$ cat src/rtl/mcu0_intc_pkg.sv
// mcu0_intc_pkg
// Shared definitions for the mcu0 interrupt controller:
//   NSRC          number of interrupt sources
//   state_t       request/service state machine encoding
//   ADDR_*        config register addresses
//   onehot()      index to one-hot source vector
package mcu0_intc_pkg;

    localparam int NSRC = 8;

    typedef enum logic [1:0] {
        ST_IDLE    = 2'd0,
        ST_REQ     = 2'd1,
        ST_SERVICE = 2'd2
    } state_t;

    localparam logic [1:0] ADDR_MASK = 2'd0;
    localparam logic [1:0] ADDR_EDGE = 2'd1;
    localparam logic [1:0] ADDR_PEND = 2'd2;
    localparam logic [1:0] ADDR_ISR  = 2'd3;

    function automatic logic [NSRC-1:0] onehot(input logic [2:0] idx);
        logic [NSRC-1:0] v;
        v      = '0;
        v[idx] = 1'b1;
        return v;
    endfunction

endpackage

$ cat src/rtl/mcu0_intc_if.sv
// mcu0_intc_if
// Bus bundle between the mcu0 core side (master) and the interrupt
// controller (slave).
//   src        raw peripheral interrupt lines
//   cfg_*      config register write strobe / address / data, and read data
//   interrupt  request to the core
//   irq        index of the requested source
//   int_ack    core takes the interrupt (one-cycle pulse)
//   eoi        core executes IRET (one-cycle pulse)
interface mcu0_intc_if;
    import mcu0_intc_pkg::*;

    logic [NSRC-1:0] src;
    logic            cfg_we;
    logic [1:0]      cfg_addr;
    logic [7:0]      cfg_wdata;
    logic [7:0]      cfg_rdata;
    logic            interrupt;
    logic [2:0]      irq;
    logic            int_ack;
    logic            eoi;

    modport master (
        output src, cfg_we, cfg_addr, cfg_wdata, int_ack, eoi,
        input  cfg_rdata, interrupt, irq
    );

    modport slave (
        input  src, cfg_we, cfg_addr, cfg_wdata, int_ack, eoi,
        output cfg_rdata, interrupt, irq
    );

endinterface

$ cat src/rtl/mcu0_intc_prio_enc.sv
// mcu0_prio_enc
// Rotating 8->3 priority encoder. The search begins at i_start and wraps
// from 7 to 0; i_start = 0 gives fixed priority with source 0 highest.
//   i_req    request vector
//   i_start  first index searched
//   o_valid  any request present
//   o_index  index of the winning request
module mcu0_prio_enc
    import mcu0_intc_pkg::*;
(
    input  logic [NSRC-1:0] i_req,
    input  logic [2:0]      i_start,
    output logic            o_valid,
    output logic [2:0]      o_index
);

    logic       w_found;
    logic [2:0] w_idx;

    always_comb begin
        w_found = 1'b0;
        w_idx   = 3'd0;
        o_index = 3'd0;
        for (int i = 0; i < NSRC; i++) begin
            // 3-bit add wraps naturally from 7 back to 0
            w_idx = i_start + 3'(i);
            if (!w_found && i_req[w_idx]) begin
                w_found = 1'b1;
                o_index = w_idx;
            end
        end
        o_valid = w_found;
    end

endmodule

$ cat src/rtl/mcu0_intc.sv
// mcu0_intc
// Eight-source interrupt controller for the mcu0 core. Latches and masks
// the peripheral lines, picks one source by fixed or round-robin priority,
// requests it on `interrupt`/`irq`, and tracks it in service until IRET.
// No nesting: while a source is in service no new request is raised.
//   RR     0 = fixed priority, 1 = round-robin after last acked source
//   clock  system clock, rising edge
//   reset  asynchronous, active-high
//   bus    mcu0_intc_if slave: src, cfg_*, interrupt, irq, int_ack, eoi
//
// State table
//   ST_IDLE    | no request outstanding, searching eligible sources
//   ST_REQ     | interrupt raised for irq, waiting for int_ack
//   ST_SERVICE | handler running for irq, waiting for eoi
module mcu0_intc
    import mcu0_intc_pkg::*;
#(
    parameter bit RR = 1'b0
) (
    input  logic       clock,
    input  logic       reset,
    mcu0_intc_if.slave bus
);

    logic [NSRC-1:0] r_mask;
    logic [NSRC-1:0] r_edge;
    logic [NSRC-1:0] r_pend;
    logic [NSRC-1:0] r_isr;
    logic [NSRC-1:0] r_src_q;
    logic [2:0]      r_ptr;
    state_t          r_state;
    logic            r_interrupt;
    logic [2:0]      r_irq;

    logic [NSRC-1:0] w_rise;
    logic [NSRC-1:0] w_w1c;
    logic [NSRC-1:0] w_ack_clr;
    logic [NSRC-1:0] w_pend_nxt;
    logic [NSRC-1:0] w_elig;
    logic            w_ack_take;
    logic [2:0]      w_start;
    logic            w_valid;
    logic [2:0]      w_index;

    // ---------------- config registers ----------------
    always_ff @(posedge clock or posedge reset) begin
        if (reset) begin
            r_mask <= '0;
            r_edge <= '0;
        end else if (bus.cfg_we) begin
            case (bus.cfg_addr)
                ADDR_MASK: r_mask <= bus.cfg_wdata;
                ADDR_EDGE: r_edge <= bus.cfg_wdata;
                default:   ;
            endcase
        end
    end

    always_comb begin
        case (bus.cfg_addr)
            ADDR_MASK: bus.cfg_rdata = r_mask;
            ADDR_EDGE: bus.cfg_rdata = r_edge;
            ADDR_PEND: bus.cfg_rdata = r_pend;
            default:   bus.cfg_rdata = r_isr;
        endcase
    end

    // ---------------- pending latch ----------------
    assign w_ack_take = (r_state == ST_REQ) && bus.int_ack;
    assign w_rise     = bus.src & ~r_src_q;
    assign w_w1c      = (bus.cfg_we && bus.cfg_addr == ADDR_PEND) ? bus.cfg_wdata : '0;
    assign w_ack_clr  = w_ack_take ? onehot(r_irq) : '0;

    // A fresh edge overrides both the W1C and the ack clear in the same cycle,
    // so an event arriving exactly as the old one is retired is never lost.
    assign w_pend_nxt = (r_edge & (w_rise | (r_pend & ~(w_w1c | w_ack_clr))))
                      | (~r_edge & bus.src);

    always_ff @(posedge clock or posedge reset) begin
        if (reset) begin
            r_pend  <= '0;
            r_src_q <= '0;
        end else begin
            r_pend  <= w_pend_nxt;
            r_src_q <= bus.src;
        end
    end

    // ---------------- priority selection ----------------
    assign w_elig  = r_pend & r_mask;
    assign w_start = RR ? (r_ptr + 3'd1) : 3'd0;

    mcu0_prio_enc u_prio_enc (
        .i_req   (w_elig),
        .i_start (w_start),
        .o_valid (w_valid),
        .o_index (w_index)
    );

    // ---------------- request / service FSM ----------------
    always_ff @(posedge clock or posedge reset) begin
        if (reset) begin
            r_state     <= ST_IDLE;
            r_interrupt <= 1'b0;
            r_irq       <= 3'd0;
            r_isr       <= '0;
            r_ptr       <= 3'd0;
        end else begin
            case (r_state)
                ST_IDLE: begin
                    if (w_valid) begin
                        r_irq       <= w_index;
                        r_interrupt <= 1'b1;
                        r_state     <= ST_REQ;
                    end
                end
                ST_REQ: begin
                    // ack takes precedence over a simultaneous withdrawal
                    if (bus.int_ack) begin
                        r_isr       <= onehot(r_irq);
                        r_ptr       <= r_irq;
                        r_interrupt <= 1'b0;
                        r_state     <= ST_SERVICE;
                    end else if (!w_elig[r_irq]) begin
                        r_interrupt <= 1'b0;
                        r_state     <= ST_IDLE;
                    end
                end
                ST_SERVICE: begin
                    if (bus.eoi) begin
                        r_isr   <= '0;
                        r_state <= ST_IDLE;
                    end
                end
                default: begin
                    r_interrupt <= 1'b0;
                    r_state     <= ST_IDLE;
                end
            endcase
        end
    end

    assign bus.interrupt = r_interrupt;
    assign bus.irq       = r_irq;

endmodule

$ cat src/flat_wrapper.sv
// flat-port wrapper written by rule: the top's interface ports become plain ports
module mcu0_intc_flat import mcu0_intc_pkg::*;
#(
    parameter bit RR = 1'b0
)
  (clock, reset, bus_src, bus_cfg_we, bus_cfg_addr, bus_cfg_wdata, bus_int_ack, bus_eoi, bus_cfg_rdata, bus_interrupt, bus_irq);
  mcu0_intc_if bus_i ();
  input  logic clock;
  input  logic reset;
  input wire logic [$bits(bus_i.src)-1:0] bus_src;
  input wire logic [$bits(bus_i.cfg_we)-1:0] bus_cfg_we;
  input wire logic [$bits(bus_i.cfg_addr)-1:0] bus_cfg_addr;
  input wire logic [$bits(bus_i.cfg_wdata)-1:0] bus_cfg_wdata;
  input wire logic [$bits(bus_i.int_ack)-1:0] bus_int_ack;
  input wire logic [$bits(bus_i.eoi)-1:0] bus_eoi;
  output wire logic [$bits(bus_i.cfg_rdata)-1:0] bus_cfg_rdata;
  output wire logic [$bits(bus_i.interrupt)-1:0] bus_interrupt;
  output wire logic [$bits(bus_i.irq)-1:0] bus_irq;
  assign bus_i.src = bus_src;
  assign bus_i.cfg_we = bus_cfg_we;
  assign bus_i.cfg_addr = bus_cfg_addr;
  assign bus_i.cfg_wdata = bus_cfg_wdata;
  assign bus_i.int_ack = bus_int_ack;
  assign bus_i.eoi = bus_eoi;
  assign bus_cfg_rdata = bus_i.cfg_rdata;
  assign bus_interrupt = bus_i.interrupt;
  assign bus_irq = bus_i.irq;
  mcu0_intc #(.RR(RR)) u_core (.clock(clock), .reset(reset), .bus(bus_i));
endmodule
$ cat config.mk
export PLATFORM = sky130hd
export DESIGN_NAME = mcu0_intc_flat
export DESIGN_NICKNAME = d
export VERILOG_FILES = /design/src/rtl/mcu0_intc_pkg.sv /design/src/rtl/mcu0_intc_if.sv /design/src/rtl/mcu0_intc_prio_enc.sv /design/src/rtl/mcu0_intc.sv /design/src/flat_wrapper.sv
export SDC_FILE = /design/constraint.sdc
export NUM_CORES = 1
export LEC_CHECK = 0
export ABC_CLOCK_PERIOD_IN_PS = 3500
export CAP_MARGIN = 20
export CORE_MARGIN = 3
export CORE_UTILIZATION = 40
export CTS_BUF_LIST = sky130_fd_sc_hd__clkbuf_4 sky130_fd_sc_hd__clkbuf_8 sky130_fd_sc_hd__clkbuf_16
export DETAILED_ROUTE_END_ITERATION = 6
export SLEW_MARGIN = 10
export SYNTH_ARGS = -nofsm -noshare
export SYNTH_HDL_FRONTEND = slang
export SYNTH_HIERARCHICAL = 1
export SYNTH_SLANG_ARGS = --single-unit
$ cat constraint.sdc
create_clock -name clock -period 3.5 [get_ports clock]
set_clock_uncertainty 0.2 [all_clocks]
set_input_delay 0.7 -clock clock [delete_from_list [all_inputs] [get_ports clock]]
set_output_delay 0.7 -clock clock [all_outputs]
set_load 0.01 [all_outputs]
==> impl_metrics.csv <==
group,metric,value,unit
run_status,outcome,"finished clean",
floorplan,core,0.007807,sq mm
layout,drive_gt1_share,22.78,%
sta,tightestPinTransition,623.2,ps
layout,mostFrequentLayoutCells,"nand2_1 (47), dfrtp_1 (46), clkdlybuf4s50_1 (34), mux2_2 (22), mux4_2 (18)",
critical_path,end_kind,"primary output",
detailed_routing,ant_nets,0,
critical_path,required,2600,ps
logic_synthesis,yosysSeqAreaShare,35.43,%
detailed_routing,highest_layer,"met4",
clock_tree,cts_sinks,46,
clock_tree,root_buffer,"clkbuf_8",
logic_synthesis,synth_cell_types,65,
layout,diodes,0,
clock_tree,hold_buffers,0,
clock_tree,htree_levels,2,
layout,final_cell_area,0.003805,sq mm
global_route,first_global_vias,2676,
place,dp_hpwl,5.524,mm
sta,fmax,0.3062,GHz
layout,fillers,739,
detailed_routing,drc,0,
global_route,grt_max_degree,30,
floorplan,die_x,96.13,um
detailed_routing,dr_wl_met3,312,um
critical_path,path_class,"in -> out",
global_route,grt_use_total,18.49,%
layout,areaGrowthSynthToFinish,17.10,%
sta,setup_slack,233.9,ps
global_route,grt_pass1_wl,13.30,mm
sta,setup_viol,0,
sta,rsz0062_at_grt,"no",
logic_synthesis,yosysWarnings,6,
clock_tree,cts_buffers,5,
clock_tree,cts_tree,"done",
logic_synthesis,syn_inst,297,
place,io_buffers,34,
global_route,overflow,0,
detailed_routing,via_per_inst,5.770,
logic_synthesis,synth_area_per_cell,10.94,sq um
place,placed_area,0.003692,sq mm
critical_path,cp_max_fo,11,
logic_synthesis,syn_area,0.003249,sq mm
detailed_routing,routedLengthMet1,3.523,mm
clock_tree,cts_setup_buffers,0,
detailed_routing,drtPass1Iterations,4,
min_path,min_from,"u_core/r_isr[5]",
floorplan,die_h,96.13,um
detailed_routing,wl_met2,3.722,mm
floorplan,initial_core_util,41.62,%
layout,mostFrequentLayoutCell,"nand2_1",
clock_tree,path_clk_slew,90,ps
floorplan,dieArea,0.009241,sq mm
critical_path,crit_path_start,"bus_cfg_addr[1]",
layout,ff_latch_area,0.001151,sq mm
pwr,p_leak,1.591,nW
detailed_routing,vias,2539,
clock_tree,cts_buffer_depth,2,
pwr,power_density,573.9,mW/mm^2
detailed_routing,routedWlPerCell,17.43,um
sta,final-max-slew-violation-count,0,
critical_path,start_kind,"primary input",
floorplan,fp-row-count,32,
critical_path,arrival,2370,ps
min_path,hp-class,"reg -> reg",
place,dp_slack,219.1,ps
logic_synthesis,postSynth.asyncResetShare,100.0,%
critical_path,timing.rr.start,"u_core/r_pend[5]",
clock_tree,clk_latency,300,ps
layout,multi_input_area,0.001959,sq mm
place,place.gp.congestion,0.8307,
run,cap_violations,0,
detailed_routing,routed_wl,7.671,mm
sta,finalSetupTns,0,ps
sta,finalHoldViolations,0,
layout,final_nets,362,
logic_synthesis,ys_seq_elements,46,
pwr,p_total,2.184,mW
detailed_routing,first_iter_violations,95,
clock_tree,ctsResizeCount,0,
logic_synthesis,ys.flop_type,"dfrtp_1",
sta,timing.final.crit_share,93.32,%
sta,fin_crit,3266,ps
sta,relSlewSlack,58.40,%
floorplan,ios,35,
logic_synthesis,synth-edff-count,0,
global_route,antenna_found_initial,0,
pwr,irDropWorstVdd,0.3316,mV
[metal layers]
layer / GRT usage, % / up-vias
met1: 25.12 / 1258
met5: 0 / -
met4: 4.976 / 0
li1: - / 1204
met2: 31.22 / 68
met3: 2.111 / 9
[registers in the layout, summed over array words and instances (netlist names)]
signal and flops:
u_core/r_mask 8, u_core/r_edge 8, u_core/r_state 2, u_core/r_src_q 8
u_core/r_isr 8, u_core/bus.irq 3, u_core/bus.interrupt 1, u_core/r_pend 8
[cell families after synthesis]
kind of cell	after synthesis	synth area share, %
multiplexers	55	27.96
XOR/XNOR	3	0.8088
AO/OA/AOI/OAI	63	14.21
other	1	0.1154
flip-flops	46	35.43
buffers and inverters	26	4.851
AND/OR/NAND/NOR	101	15.86
adder cells (fa/ha/maj)	2	0.7700
[critical path, cell delays in order]
cell	delay (ps)
clkdlybuf4s50_1	500
buf_12	160
mux4_2	510
clkdlybuf4s50_1	490
[through the flow]
step,std cells,utilization (%),hold WS (ps)
after floorplan,302,-,241.5
after global placement,432,47.29,257.2
after detailed placement,432,47.29,264.6
after CTS,440,48.73,284.5
after global routing,440,48.73,307.3
final,440,48.73,284.1
[power by group]
part	leakage (nW)	internal (mW)	total (mW)	switching [mW]
clock	0.0585	0.214	0.402	0.187
combinational	0.975	0.499	0.963	0.463
sequential	0.558	0.659	0.819	0.160
total	1.59	1.37	2.18	0.811
[Yosys cell counts (3+ instances only)]
cell	number	share of area, %
nor2_1	15	1.7
mux2_2	22	7.6
o21ai_0	12	1.8
mux2i_1	6	1.8
a21o_1	6	1.4
buf_6	5	1.7
a221oi_1	3	0.81
inv_1	12	1.4
and2_1	3	0.58
nand2b_1	3	0.58
nor4_1	3	0.58
mux4_2	18	12
dfrtp_1	46	35
nor3_1	3	0.46
a22o_1	4	1.1
a21oi_1	11	1.7
o2111ai_1	3	0.81
buf_2	6	0.92
mux4_1	5	4.0
and3_1	3	0.58
nand3_1	6	0.92
nand2_1	47	5.4
[area by class of cell]
cell class                      count  share of cell area [%]
Inverter                           13                   1.282
Multi-Input combinational cell    230                   51.50
Clock buffer                        5                   1.809
Clock inverter                      3                   1.151
Timing Repair Buffer               41                   10.65
Sequential cell                    46                   30.25
Tap cell                          102                   3.354
[worst paths after layout]
path                                endpoint  slack (ps)  cells past startpoint
min in group asynchronous   u_core/r_pend[5]         580                      2
min reg2reg                  u_core/r_isr[5]         280                      1
min                          u_core/r_isr[5]         280                      1
max                         bus_cfg_rdata[7]         230                      4
max in group asynchronous    u_core/r_isr[7]        1930                      3
max reg2reg                u_core/bus.irq[0]         460                      8
Note: power is estimated with default switching activity, not from simulation.
